### src/rtl/fpu_exc_ctrl_if.sv
// Result/CSR/commit/trap signal bundle between the FPU pipeline, core and fpu_exc_ctrl.
// The master drives results, CSR writes and trap_ack; the slave is the exception controller.
`timescale 1ns/1ps
interface fpu_exc_ctrl_if;
  logic        res_valid;
  logic        res_ready;
  logic [4:0]  res_ieeep;
  logic [3:0]  res_tag;
  logic        csr_we;
  logic [9:0]  csr_wdata;
  logic [17:0] csr_rdata;
  logic        commit_valid;
  logic [3:0]  commit_tag;
  logic        trap_req;
  logic [4:0]  trap_cause;
  logic [3:0]  trap_tag;
  logic        trap_ack;

  modport master (
    output res_valid, res_ieeep, res_tag, csr_we, csr_wdata, trap_ack,
    input  res_ready, csr_rdata, commit_valid, commit_tag, trap_req, trap_cause, trap_tag
  );

  modport slave (
    input  res_valid, res_ieeep, res_tag, csr_we, csr_wdata, trap_ack,
    output res_ready, csr_rdata, commit_valid, commit_tag, trap_req, trap_cause, trap_tag
  );
endinterface

### src/rtl/fpu_exc_ctrl.sv
// IEEE exception controller: sticky flags, per-exception trap enables, commit/trap sequencing.
// Optional saturating trap counter enabled by defining FPU_EXC_TRAP_CNT_EN.
`timescale 1ns/1ps
module fpu_exc_ctrl (
  input  logic          clk,
  input  logic          rst,
  fpu_exc_ctrl_if.slave bus
);

  typedef enum logic {
    IDLE = 1'b0,
    TRAP = 1'b1
  } state_t;

  state_t      state_reg, state_next;
  logic [4:0]  flags_reg, flags_next;
  logic [4:0]  trap_en_reg, trap_en_next;
  logic [4:0]  trap_cause_reg, trap_cause_next;
  logic [3:0]  trap_tag_reg, trap_tag_next;
  logic        commit_valid_reg, commit_valid_next;
  logic [3:0]  commit_tag_reg, commit_tag_next;
  logic [4:0]  trap_hit;
  logic [4:0]  flags_base;
  logic        accept;
  logic        trap_any;
  logic [7:0]  trap_cnt;

  assign accept   = bus.res_valid & (state_reg == IDLE);
  assign trap_any = |trap_hit;

  // A software write replaces flags first, then the accepted result ORs its bits on top.
  // The trap decision always uses the enables as they were before any write this cycle.
  genvar gi;
  generate
    for (gi = 0; gi < 5; gi++) begin : g_exc_bit
      assign trap_hit[gi]     = bus.res_ieeep[gi] & trap_en_reg[gi];
      assign flags_base[gi]   = bus.csr_we ? bus.csr_wdata[gi] : flags_reg[gi];
      assign flags_next[gi]   = flags_base[gi] | (accept & bus.res_ieeep[gi]);
      assign trap_en_next[gi] = bus.csr_we ? bus.csr_wdata[5+gi] : trap_en_reg[gi];
    end
  endgenerate

  always_comb begin
    state_next        = state_reg;
    trap_cause_next   = trap_cause_reg;
    trap_tag_next     = trap_tag_reg;
    commit_valid_next = 1'b0;
    commit_tag_next   = commit_tag_reg;
    case (state_reg)
      IDLE: begin
        if (accept) begin
          if (trap_any) begin
            state_next      = TRAP;
            trap_cause_next = trap_hit;
            trap_tag_next   = bus.res_tag;
          end else begin
            commit_valid_next = 1'b1;
            commit_tag_next   = bus.res_tag;
          end
        end
      end
      TRAP: begin
        if (bus.trap_ack) begin
          state_next      = IDLE;
          trap_cause_next = 5'd0;
          trap_tag_next   = 4'd0;
        end
      end
      default: begin
        state_next      = IDLE;
        trap_cause_next = 5'd0;
        trap_tag_next   = 4'd0;
      end
    endcase
  end

  always_ff @(posedge clk or posedge rst) begin
    if (rst) begin
      state_reg        <= IDLE;
      flags_reg        <= 5'd0;
      trap_en_reg      <= 5'd0;
      trap_cause_reg   <= 5'd0;
      trap_tag_reg     <= 4'd0;
      commit_valid_reg <= 1'b0;
      commit_tag_reg   <= 4'd0;
    end else begin
      state_reg        <= state_next;
      flags_reg        <= flags_next;
      trap_en_reg      <= trap_en_next;
      trap_cause_reg   <= trap_cause_next;
      trap_tag_reg     <= trap_tag_next;
      commit_valid_reg <= commit_valid_next;
      commit_tag_reg   <= commit_tag_next;
    end
  end

`ifdef FPU_EXC_TRAP_CNT_EN
  logic [7:0] trap_cnt_reg;
  logic       enter_trap;

  assign enter_trap = (state_reg == IDLE) && (state_next == TRAP);

  // Clearing by a CSR write wins over a simultaneous trap entry.
  always_ff @(posedge clk or posedge rst) begin
    if (rst) begin
      trap_cnt_reg <= 8'd0;
    end else if (bus.csr_we) begin
      trap_cnt_reg <= 8'd0;
    end else if (enter_trap && (trap_cnt_reg != 8'hFF)) begin
      trap_cnt_reg <= trap_cnt_reg + 8'd1;
    end
  end

  assign trap_cnt = trap_cnt_reg;
`else
  assign trap_cnt = 8'd0;
`endif

  assign bus.res_ready    = (state_reg == IDLE);
  assign bus.trap_req     = (state_reg == TRAP);
  assign bus.trap_cause   = trap_cause_reg;
  assign bus.trap_tag     = trap_tag_reg;
  assign bus.commit_valid = commit_valid_reg;
  assign bus.commit_tag   = commit_tag_reg;
  assign bus.csr_rdata    = {trap_cnt, trap_en_reg, flags_reg};

endmodule

### src/flat_wrapper.sv
// flat-port wrapper written by rule: the top's interface ports become plain ports
module fpu_exc_ctrl_flat 
  (clk, rst, bus_res_valid, bus_res_ieeep, bus_res_tag, bus_csr_we, bus_csr_wdata, bus_trap_ack, bus_res_ready, bus_csr_rdata, bus_commit_valid, bus_commit_tag, bus_trap_req, bus_trap_cause, bus_trap_tag);
  fpu_exc_ctrl_if bus_i ();
  input  logic clk;
  input  logic rst;
  input wire logic [$bits(bus_i.res_valid)-1:0] bus_res_valid;
  input wire logic [$bits(bus_i.res_ieeep)-1:0] bus_res_ieeep;
  input wire logic [$bits(bus_i.res_tag)-1:0] bus_res_tag;
  input wire logic [$bits(bus_i.csr_we)-1:0] bus_csr_we;
  input wire logic [$bits(bus_i.csr_wdata)-1:0] bus_csr_wdata;
  input wire logic [$bits(bus_i.trap_ack)-1:0] bus_trap_ack;
  output wire logic [$bits(bus_i.res_ready)-1:0] bus_res_ready;
  output wire logic [$bits(bus_i.csr_rdata)-1:0] bus_csr_rdata;
  output wire logic [$bits(bus_i.commit_valid)-1:0] bus_commit_valid;
  output wire logic [$bits(bus_i.commit_tag)-1:0] bus_commit_tag;
  output wire logic [$bits(bus_i.trap_req)-1:0] bus_trap_req;
  output wire logic [$bits(bus_i.trap_cause)-1:0] bus_trap_cause;
  output wire logic [$bits(bus_i.trap_tag)-1:0] bus_trap_tag;
  assign bus_i.res_valid = bus_res_valid;
  assign bus_i.res_ieeep = bus_res_ieeep;
  assign bus_i.res_tag = bus_res_tag;
  assign bus_i.csr_we = bus_csr_we;
  assign bus_i.csr_wdata = bus_csr_wdata;
  assign bus_i.trap_ack = bus_trap_ack;
  assign bus_res_ready = bus_i.res_ready;
  assign bus_csr_rdata = bus_i.csr_rdata;
  assign bus_commit_valid = bus_i.commit_valid;
  assign bus_commit_tag = bus_i.commit_tag;
  assign bus_trap_req = bus_i.trap_req;
  assign bus_trap_cause = bus_i.trap_cause;
  assign bus_trap_tag = bus_i.trap_tag;
  fpu_exc_ctrl u_core (.clk(clk), .rst(rst), .bus(bus_i));
endmodule
### config.mk
export PLATFORM = sky130hd
export DESIGN_NAME = fpu_exc_ctrl_flat
export DESIGN_NICKNAME = d
export VERILOG_FILES = /design/src/rtl/fpu_exc_ctrl_if.sv /design/src/rtl/fpu_exc_ctrl.sv /design/src/flat_wrapper.sv
export SDC_FILE = /design/constraint.sdc
export NUM_CORES = 1
export LEC_CHECK = 0
export BUFFER_PORTS_ARGS = -buffer_cell sky130_fd_sc_hd__buf_2
export CAP_MARGIN = 0
export CORE_UTILIZATION = 41
export CTS_CLUSTER_DIAMETER = 80
export DETAILED_ROUTE_END_ITERATION = 8
export MAX_ROUTING_LAYER = met4
export PLACE_DENSITY = 0.75
export RECOVER_POWER = 100
export SKIP_CTS_REPAIR_TIMING = 1
export SYNTH_ARGS = -nofsm -noshare
export SYNTH_HDL_FRONTEND = slang
export SYNTH_SLANG_ARGS = --single-unit
### constraint.sdc
create_clock -name clk -period 1.3 [get_ports clk]
set_input_delay 0.195 -clock clk [delete_from_list [all_inputs] [get_ports clk]]
set_output_delay 0.195 -clock clk [all_outputs]
set_load 0.05 [all_outputs]
### Word-level counts from Yosys, hierarchy flattened

Index checks and enable logic that the tools add are counted.

| word-level totals | value |
|---|---|
| flip-flop bits (word level) | 25 |
| output and inout port bits | 34 |
| logic and storage cells | 51 |

| cells by class | value |
|---|---|
| equality and inequality tests | 3 |
| muxes and demuxes | 20 |
| bitwise gates (word level) | 18 |
| reduce and logical (&&, ||, !) cells | 3 |

Operators by type and width:

| operator | count |
|---|---|
| $mux 5 | 3 |
| $mux 4 | 3 |
| $and 1x1->1 | 11 |
| $mux 1 | 11 |
| $pmux 5 s2 | 1 |
| $pmux 4 s2 | 1 |
| $reduce_and 3->1 | 2 |
| $or 1x1->1 | 5 |
| $reduce_or 5->1 | 1 |
| $ne 2x1->1 const B | 2 |
| $ne 2x2->1 const B | 1 |
| $not 1->1 | 2 |
| $pmux 1 s2 | 1 |

### Longest topological paths before layout

Gate-level depths: netlist of the first run.

| logic depth | value |
|---|---|
| depth after elaboration | 5 |
| depth in mapped cells | 4 |
| gate-level depth less buffers | 3 |

### Worst setup path after synthesis of the first run

Ideal clock, no wire load.

| timing | value |
|---|---|
| path type | flip-flop to flip-flop |
| start point | reg u_core.state_reg (netlist: u_core.bus.trap_req) |
| end point | reg u_core.trap_cause_reg[0] (netlist: u_core.bus.trap_cause[0]) |
| library setup time | 0.122 ns |
| arrival time | 1.424 ns |
| slack | -0.245 ns |
| stages on the path, launching flop included | 4 |
| buffers on the path | 0 |
| cells stage by stage | dfrtp_1 -> nand2_1 -> a41o_1 -> a32o_1 |

| on the way | value |
|---|---|
| longest elaborated chain between the ends | 4 |
| elaborated cells on any way between the ends | 7 |
| classes of those cells | eq/ne: 3; mux: 1; bitwise: 2; reduce/logical: 1 |

Ends and longest elaborated chain:

| what | RTL line | text |
|---|---|---|
| from (decl) | fpu_exc_ctrl.sv:15 | `state_t state_reg, state_next;` |
| from (signal assigned) | fpu_exc_ctrl.sv:87 | `state_reg <= state_next;` |
| $not 1->1 (no line) | -- |  |
| $and 1x1->1 | fpu_exc_ctrl.sv:28 | `assign accept = bus.res_valid & (state_reg == IDLE);` |
| $ne 2x1->1 (no line) | -- |  |
| $reduce_and 3->1 (no line) | -- |  |
| to (signal assigned) | fpu_exc_ctrl.sv:90 | `trap_cause_reg <= trap_cause_next;` |
| to (decl) | fpu_exc_ctrl.sv:18 | `logic [4:0] trap_cause_reg, trap_cause_next;` |

Several ways; a longest one is shown, not always the timed one.
A chain may end at the register's enable or synchronous reset.

### Final worst setup path of the first run

Ends and elaborated chain as after synthesis.

==> results.toml, run 1 <==
[setup_path]
startpoint_type = "flop"
end_kind = "flop"
r2r-start = "u_core.bus.trap_req$_DFF_PP0_"
worstPathArrival_ns = 1.54
r2r-end = "u_core.bus.trap_cause[0]$_DFFE_PP0P_"
crit_path_max_fanout = 4
startpoint = "u_core.bus.trap_req$_DFF_PP0_"
crit_type = "reg -> reg"
reg2regPathDepth = 4
crit_end = "u_core.bus.trap_cause[0]$_DFFE_PP0P_"
reg2reg_slack_ns = -0.02
crit_required_ns = 1.51

[clock_network]
clk_pin_slew_worst_paths_ns = 0.13
root_buffer = "clkbuf_4"
cts.sinks = 25
h-tree-depth = 1
max-clock-path-buffers = 2
numCtsBuffers = 3
cts_tree = "yes"
clock_latency_ns = 0.31

[sta]
finalHoldViolCount = 0
worst_slack_ns = -0.0244
min_period_ns = 1.32
grt_setup_unrepaired = "yes"
fmax_mhz = 755
whs_ns = 0.107
finalSetupViolCount = 10
maxSlewViolCount = 0
timing.final.crit_share_pct = 102
finClkSkew_ns = 0.00312
worst_pin_slew_ns = 0.623
timing.slew.headroom_pct = 58.5

[final_layout]
fin_util_pct = 58.6
drive_gt1_share_pct = 59.4
antenna-diode-count = 0
fin_area_um2 = 1620
nets = 180
syn2layout_area_growth_pct = 34.8

[placement]
routabilityCongestion = 0.744
dpl.hpwl_um = 2140
placed_cell_area_um2 = 1510
dpl_worst_slack_ns = -0.0501
numPortBuffers = 49

[global_route]
first_global_vias = 913
gr-usage-all-layers_pct = 18.7
grt_overflow = 0
grt_pass1_wl_um = 4460
grt_max_degree = 26
antenna_found_initial = 0

[floorplanning]
fp-row-count = 19
chipWidth_um = 56.1
start_util_pct = 43.5
die_area_um2 = 3140
die_h_um = 56.1
coreArea_um2 = 2760
ios = 58

[synth]
syn_avg_cell_area_um2 = 13.0
synth_cell_types = 25
async_reset_ff_share_pct = 100
synth-edff-count = 0
synth_area_leader_cell = "dfrtp_1"
synth_ff_type = "dfrtp_1"
yosysSeqAreaShare_pct = 52.2
synth_area_leaders = "dfrtp_1, buf_4, mux2_4"
netlist_instances = 92
synth_top_cell_area_share_pct = 52.2
netlist_top_cells_count = "dfrtp_1, buf_4, inv_1, nand2_1"
ys_warn_count = 0
yosysMostFrequentCell = "dfrtp_1"
synthesis.area_um2 = 1200
postSynthRegisterBits = 25

[power_and_ir_drop]
vdd_drop_max_uv = 1290
total_power_w = 0.00277
p_per_area_nw_per_um2 = 1720
p_leak_nw = 0.854

[route]
vias_per_cell = 5.03
wire_per_inst_um = 14.8
drc = 0
wirelength_um = 2760
num_vias = 935
drt_pass1_iterations = 4
ant_nets = 0
first_iter_violations = 21

[run_status]
outcome = "finished with violations"
violations = "setup timing"

[run]
drv_cap = 0

[hold_path]
min_path_type = "in -> reg"
-- report_power, final --
| part | leakage, nW | switching, W | internal (W) |
|---|---|---|---|
| clock network | 0.0177 | 0.000226 | 0.000115 |
| logic | 0.536 | 0.000947 | 0.000431 |
| registers | 0.301 | 0.000110 | 0.000941 |
| total | 0.854 | 0.00128 | 0.00149 |
-- area by class of cell --
cell class / instances / area [µm²]
fill: 233 / 1140
sequential: 25 / 632
multi-input combinational: 56 / 508
timing repair buffer: 62 / 377
tap: 31 / 38.8
inverter: 8 / 32.5
clock buffer: 3 / 22.5
clock inverter: 1 / 5.00
-- kinds of logic after synthesis --
family	count (synthesis)	share of synthesized area, %
simple gates	16	8.25
mux	14	13.9
flops	25	52.2
compound gates	18	16.5
other cells	1	0.313
buf+inv	18	8.87
-- critical path, cell delays in order (launching register included) --
cell and delay, ns:
dfrtp_1 0.47, buf_4 0.16, mux2i_1 0.12, a41o_1 0.26, a32o_1 0.22
-- through the flow --
step	TNS, ns	std cells
final	-0.157	186
after global routing	-0.980	186
after CTS	-0.689	181
after detailed placement	-0.236	177
after global placement	0	177
after floorplan	-0.457	99
-- cell usage in the layout (no fill, tap or decap), drive strengths merged, types with 2 or more instances in the layout --
| cell | netlist | routed |
|---|---|---|
| a31oi | 2 | 2 |
| buf | 10 | 43 |
| a22oi | 2 | 2 |
| a221o | 5 | 5 |
| conb | 1 | 8 |
| mux2 | 9 | 9 |
| dfrtp | 25 | 25 |
| nand2 | 7 | 7 |
| clkbuf | 0 | 21 |
| nor2b | 6 | 6 |
| a21oi | 2 | 2 |
| inv | 8 | 8 |
| mux2i | 5 | 5 |
| a32o | 3 | 3 |
-- routing by layer --
layer	global-route usage (%)	up-vias	routed length (µm)
li1	-	441	-
met1	23.5	463	1090
met2	32.0	29	1540
met3	2.33	2	119
met4	5.23	0	16
met5	-	-	0
-- worst min-delay path by stage --
stage	from	end	slack (ns)	depth (start not counted)
2_1_floorplan	rst	u_core.bus.commit_tag[0]$_DFFE_PP0P_	0.22	1
3_3_place_gp	rst	u_core.bus.commit_valid$_DFF_PP0_	0.25	3
3_5_place_dp	rst	u_core.bus.commit_valid$_DFF_PP0_	0.26	3
4_1_cts	rst	u_core.bus.commit_valid$_DFF_PP0_	-0.09	3
5_1_grt	bus_csr_wdata[9]	u_core.trap_en_reg[4]$_DFFE_PP0P_	0.09	2
6_report	bus_csr_wdata[6]	u_core.trap_en_reg[1]$_DFFE_PP0P_	0.11	2
Power figures use the tool's default switching activity.
==> run 2, diff against run 1 <==
==> constraint.sdc (replaced) <==
create_clock -name clk -period 1.3 [get_ports clk]
set_input_delay 0.13 -clock clk [delete_from_list [all_inputs] [get_ports clk]]
set_output_delay 0.13 -clock clk [all_outputs]
set_load 0.05 [all_outputs]
==> run 2 against run 1 <==
  * The run still ends with setup timing left
  * Clock power rose by 1%
  * Final area decreased by 1.5%
  * Sequential power is essentially flat
  * Total power decreased by 0.65%
  * Combinational power is essentially flat
  * Register-to-register slack better by 0.02 ns
  * First-iteration DRC count decreased by 4.8%
  * Setup slack improved by 0.017 ns
  * Utilization shrank 0.86 points
  * Non-clock buffer count decreased by 2
==> results.toml, run 2 (synthesis results as in run 1) <==
[clock_network]
clk_pin_slew_worst_paths_ns = 0.14
numCtsBuffers = 3
cts_tree = "yes"
root_buffer = "clkbuf_4"
cts.sinks = 25
h-tree-depth = 1
clock_latency_ns = 0.31
max-clock-path-buffers = 2

[sta]
worst_pin_slew_ns = 0.620
timing.slew.headroom_pct = 58.7
fmax_mhz = 765
grt_setup_unrepaired = "yes"
timing.final.crit_share_pct = 101
finalHoldViolCount = 0
finalSetupViolCount = 3
min_period_ns = 1.31
whs_ns = 0.0378
fin_tns_setup_ns = -0.0154
finClkSkew_ns = 0.00338
worst_slack_ns = -0.00742
maxSlewViolCount = 0

[floorplanning]
fp-row-count = 19
start_util_pct = 43.5
coreArea_um2 = 2760
ios = 58
die_h_um = 56.1
die_area_um2 = 3140
chipWidth_um = 56.1

[hold_path]
whs_path_depth = 2
whs_endpoint = "u_core.trap_en_reg[3]$_DFFE_PP0P_"
hp-start = "bus_csr_wdata[8]"
min_path_type = "in -> reg"

[setup_path]
r2r-start = "u_core.trap_en_reg[0]$_DFFE_PP0P_"
worstPathArrival_ns = 1.52
reg2regPathDepth = 3
crit_required_ns = 1.51
end_kind = "flop"
r2r-end = "u_core.bus.commit_tag[0]$_DFFE_PP0P_"
startpoint_type = "flop"
reg2reg_slack_ns = -0.007
crit_type = "reg -> reg"
crit_path_max_fanout = 5

[global_route]
gr-usage-all-layers_pct = 18.0
grt_overflow = 0
first_global_vias = 950
antenna_found_initial = 0
grt_pass1_wl_um = 4310
grt_max_degree = 26

[final_layout]
antenna-diode-count = 0
final_common_cell = "buf_2"
nets = 178
syn2layout_area_growth_pct = 32.8
drive_gt1_share_pct = 60.1
n_fill_cell = 238
layout_common_cells = "buf_2, dfrtp_1, conb_1"

[placement]
dpl.hpwl_um = 2010
numPortBuffers = 49
dpl_worst_slack_ns = -0.0349
routabilityCongestion = 0.787

[route]
drt_pass1_iterations = 4
ant_nets = 0
vias_per_cell = 4.99
first_iter_violations = 20
wirelength_um = 2560
wire_per_inst_um = 13.9
drc = 0
num_vias = 919

[power_and_ir_drop]
vdd_drop_max_uv = 1350
p_per_area_nw_per_um2 = 1730
total_power_w = 0.00275
p_leak_nw = 0.844

[run_status]
outcome = "finished with violations"
violations = "setup timing"

[run]
drv_cap = 0
## run 2: worst max-delay path by stage
stage | to | start
final | u_core.bus.commit_tag[0]$_DFFE_PP0P_ | u_core.trap_en_reg[0]$_DFFE_PP0P_
after global routing | u_core.bus.commit_tag[0]$_DFFE_PP0P_ | u_core.trap_en_reg[3]$_DFFE_PP0P_
after CTS | bus_res_ready | u_core.bus.trap_req$_DFF_PP0_
after detailed placement | u_core.bus.trap_cause[4]$_DFFE_PP0P_ | u_core.trap_en_reg[3]$_DFFE_PP0P_
after global placement | u_core.bus.commit_tag[3]$_DFFE_PP0P_ | u_core.trap_en_reg[0]$_DFFE_PP0P_
after floorplan | u_core.bus.commit_tag[0]$_DFFE_PP0P_ | u_core.trap_en_reg[3]$_DFFE_PP0P_
## run 2: per-layer routing
metal | track usage (%) | up-vias | share of wire (%)
li1 | - | 437 | -
met1 | 20.6 | 447 | 43
met2 | 31.6 | 33 | 51
met3 | 3.49 | 2 | 5.5
met4 | 5.92 | 0 | 0.66
met5 | - | - | 0
## run 2: worst max-delay path, stage by stage, from the launching register on
cell     delay [ns]
dfrtp_2        0.45
a22oi_4        0.23
nand4_4        0.19
mux2_4         0.34
## run 2: power breakdown
group / internal (W) / leakage, nW / switching, W
logic: 0.000418 / 0.527 / 0.000943
clock network: 0.000115 / 0.0177 / 0.000231
registers: 0.000942 / 0.300 / 0.000103
total: 0.00148 / 0.844 / 0.00128
## run 2: final cells by class
| class | instances | area, µm² | share of cell area (%) |
|---|---|---|---|
| flip-flops and latches | 25 | 633 | 39.8 |
| multi-input cells | 56 | 508 | 31.9 |
| inverters | 8 | 32.5 | 2.04 |
| clock inverters | 1 | 5.00 | 0.314 |
| repair buffers | 60 | 352 | 22.1 |
| well taps | 31 | 38.8 | 2.44 |
| clock buffers | 3 | 22.5 | 1.42 |
## run 2: stage by stage
stage	std cells	cell area (µm²)	util, %
6_report	184	1590	57.7
5_1_grt	184	1590	57.7
4_1_cts	181	1540	55.8
3_5_place_dp	177	1510	54.8
3_3_place_gp	177	1510	54.8
2_1_floorplan	99	1240	-
==> run 3, diff against run 2 <==
--- a/config.mk
+++ b/config.mk
@@ -13,6 +13,7 @@
 export MAX_ROUTING_LAYER = met4
 export PLACE_DENSITY = 0.75
 export RECOVER_POWER = 100
+export SETUP_SLACK_MARGIN = 0.4
 export SKIP_CTS_REPAIR_TIMING = 1
 export SYNTH_ARGS = -nofsm -noshare
 export SYNTH_HDL_FRONTEND = slang
==> run 3 against run 2 <==
  * The flow now finishes without violations
  * Die area is the same
  * First-iteration DRC count shrank 20%
  * Combinational power grew 11%
  * Critical path type unchanged
  * Routed wire length grew 5.9%
==> results.toml, run 3 (synthesis results as in run 1) <==
[final_layout]
fin_area_um2 = 1710
n_fill_cell = 232
antenna-diode-count = 0
final_common_cell = "buf_2"
seq_area_um2 = 633
syn2layout_area_growth_pct = 42.4
drive_gt1_share_pct = 62.7
layout_common_cells = "buf_2, clkbuf_2, dfrtp_1"
nets = 186
multiInputGateArea_um2 = 523

[route]
num_vias = 950
first_iter_violations = 16
ant_nets = 0
drt_pass1_iterations = 4
wirelength_um = 2710
wire_per_inst_um = 14.1
vias_per_cell = 4.95
drc = 0

[hold_path]
whs_endpoint = "u_core.trap_en_reg[1]$_DFFE_PP0P_"
whs_path_depth = 2
min_path_type = "in -> reg"
hp-start = "bus_csr_wdata[6]"

[global_route]
grt_overflow = 0
grt_pass1_wl_um = 4100
antenna_found_initial = 0
gr-usage-all-layers_pct = 16.6
first_global_vias = 867
grt_max_degree = 26

[run_status]
outcome = "finished clean"

[sta]
finalHoldViolCount = 0
timing.final.crit_share_pct = 98.4
worst_pin_slew_ns = 0.593
worst_slack_ns = 0.0214
timing.slew.headroom_pct = 60.5
maxSlewViolCount = 0
finClkSkew_ns = 0.00635
min_period_ns = 1.28
fmax_mhz = 782
finalSetupViolCount = 0
grt_setup_unrepaired = "yes"
fin_tns_setup_ns = 0

[placement]
numPortBuffers = 49
routabilityCongestion = 0.785
placed_cell_area_um2 = 1480
dpl_worst_slack_ns = 0.0311
dpl.hpwl_um = 1870

[floorplanning]
die_h_um = 56.1
coreArea_um2 = 2760
chipWidth_um = 56.1
start_util_pct = 43.5
die_area_um2 = 3140
fp-row-count = 19
ios = 58

[setup_path]
crit_path_max_fanout = 5
worst_path_largest_cell_delay_ns = 0.46
path_cells = "a22oi_4 -> nand4_4 -> mux2_4"
crit_type = "reg -> reg"
reg2reg_slack_ns = 0.02
reg2regPathDepth = 3
r2r-start = "u_core.trap_en_reg[3]$_DFFE_PP0P_"
worstPathArrival_ns = 1.49
r2r-end = "u_core.bus.commit_tag[0]$_DFFE_PP0P_"
end_kind = "flop"
crit_required_ns = 1.51
startpoint_type = "flop"
crit_path_top_delay_cell = "dfrtp_2"

[run]
drv_cap = 0

[power_and_ir_drop]
p_leak_nw = 0.901
total_power_w = 0.00291
p_per_area_nw_per_um2 = 1700
vdd_drop_max_uv = 1260

[clock_network]
max-clock-path-buffers = 2
cts_tree = "yes"
clock_latency_ns = 0.31
h-tree-depth = 1
clk_pin_slew_worst_paths_ns = 0.13
cts.sinks = 25
root_buffer = "clkbuf_4"
numCtsBuffers = 3
-- run 3: cell types whose count changed in the layout (fill, tap and decap cells not counted), moves of 2 or more --
cell | before | now
buf_2 | 47 | 24
buf_8 | 1 | 3
buf_6 | 3 | 8
clkbuf_2 | 1 | 20
clkbuf_4 | 3 | 5
buf_4 | 7 | 10
-- run 3: report_power, final --
group	switching (W)	internal [W]	total (W)
Clock	0.000223	0.000120	0.000343
Sequential	0.000116	0.000943	0.00106
Combinational	0.000969	0.000537	0.00151
-- run 3: worst max-delay path by stage --
| stage | start | to | slack, ns | cells past startpoint |
|---|---|---|---|---|
| final | u_core.trap_en_reg[3]$_DFFE_PP0P_ | u_core.bus.commit_tag[0]$_DFFE_PP0P_ | 0.02 | 3 |
| after global routing | u_core.bus.trap_req$_DFF_PP0_ | u_core.bus.trap_tag[0]$_DFFE_PP0P_ | -0.04 | 3 |
| after CTS | u_core.trap_en_reg[0]$_DFFE_PP0P_ | u_core.bus.trap_cause[4]$_DFFE_PP0P_ | 0.004 | 4 |
| after detailed placement | u_core.trap_en_reg[0]$_DFFE_PP0P_ | u_core.bus.trap_cause[4]$_DFFE_PP0P_ | 0.03 | 4 |
| after global placement | u_core.trap_en_reg[3]$_DFFE_PP0P_ | u_core.bus.commit_tag[0]$_DFFE_PP0P_ | 0.06 | 3 |
| after floorplan | u_core.trap_en_reg[3]$_DFFE_PP0P_ | u_core.bus.commit_tag[0]$_DFFE_PP0P_ | -0.11 | 3 |
-- run 3: layout make-up --
cell class                      count  share of cell area, %
Sequential cell                    25                   37.1
Inverter                            8                   1.76
Timing Repair Buffer               68                   26.7
Clock buffer                        4                   1.54
Multi-Input combinational cell     56                   30.6
Tap cell                           31                   2.27
-- run 3: metal layers --
layer	vias to the layer above	track usage, %	part of all wire (%)
li1	451	-	-
met1	467	22.5	41
met2	30	25.5	54
met3	2	2.33	4.6
met4	0	6.27	0.44
met5	-	-	0
-- run 3: worst max-delay path, delay by kind of cell (launching register included) --
family             cells  cell delay, ns
muxes                  1            0.33
DFF                    1            0.46
and+or+nand+nor        1            0.17
AOI/OAI and AO/OA      1            0.22
-- run 3: per-stage QoR --
| step | instances | util (%) | hold slack (ns) |
|---|---|---|---|
| global placement | 173 | 53.8 | 0.184 |
| global route | 192 | 61.9 | 0.0279 |
| detailed placement | 173 | 53.8 | 0.196 |
| floorplan | 99 | - | 0.157 |
| finish | 192 | 61.9 | 0.0380 |
| CTS | 177 | 54.7 | -0.157 |
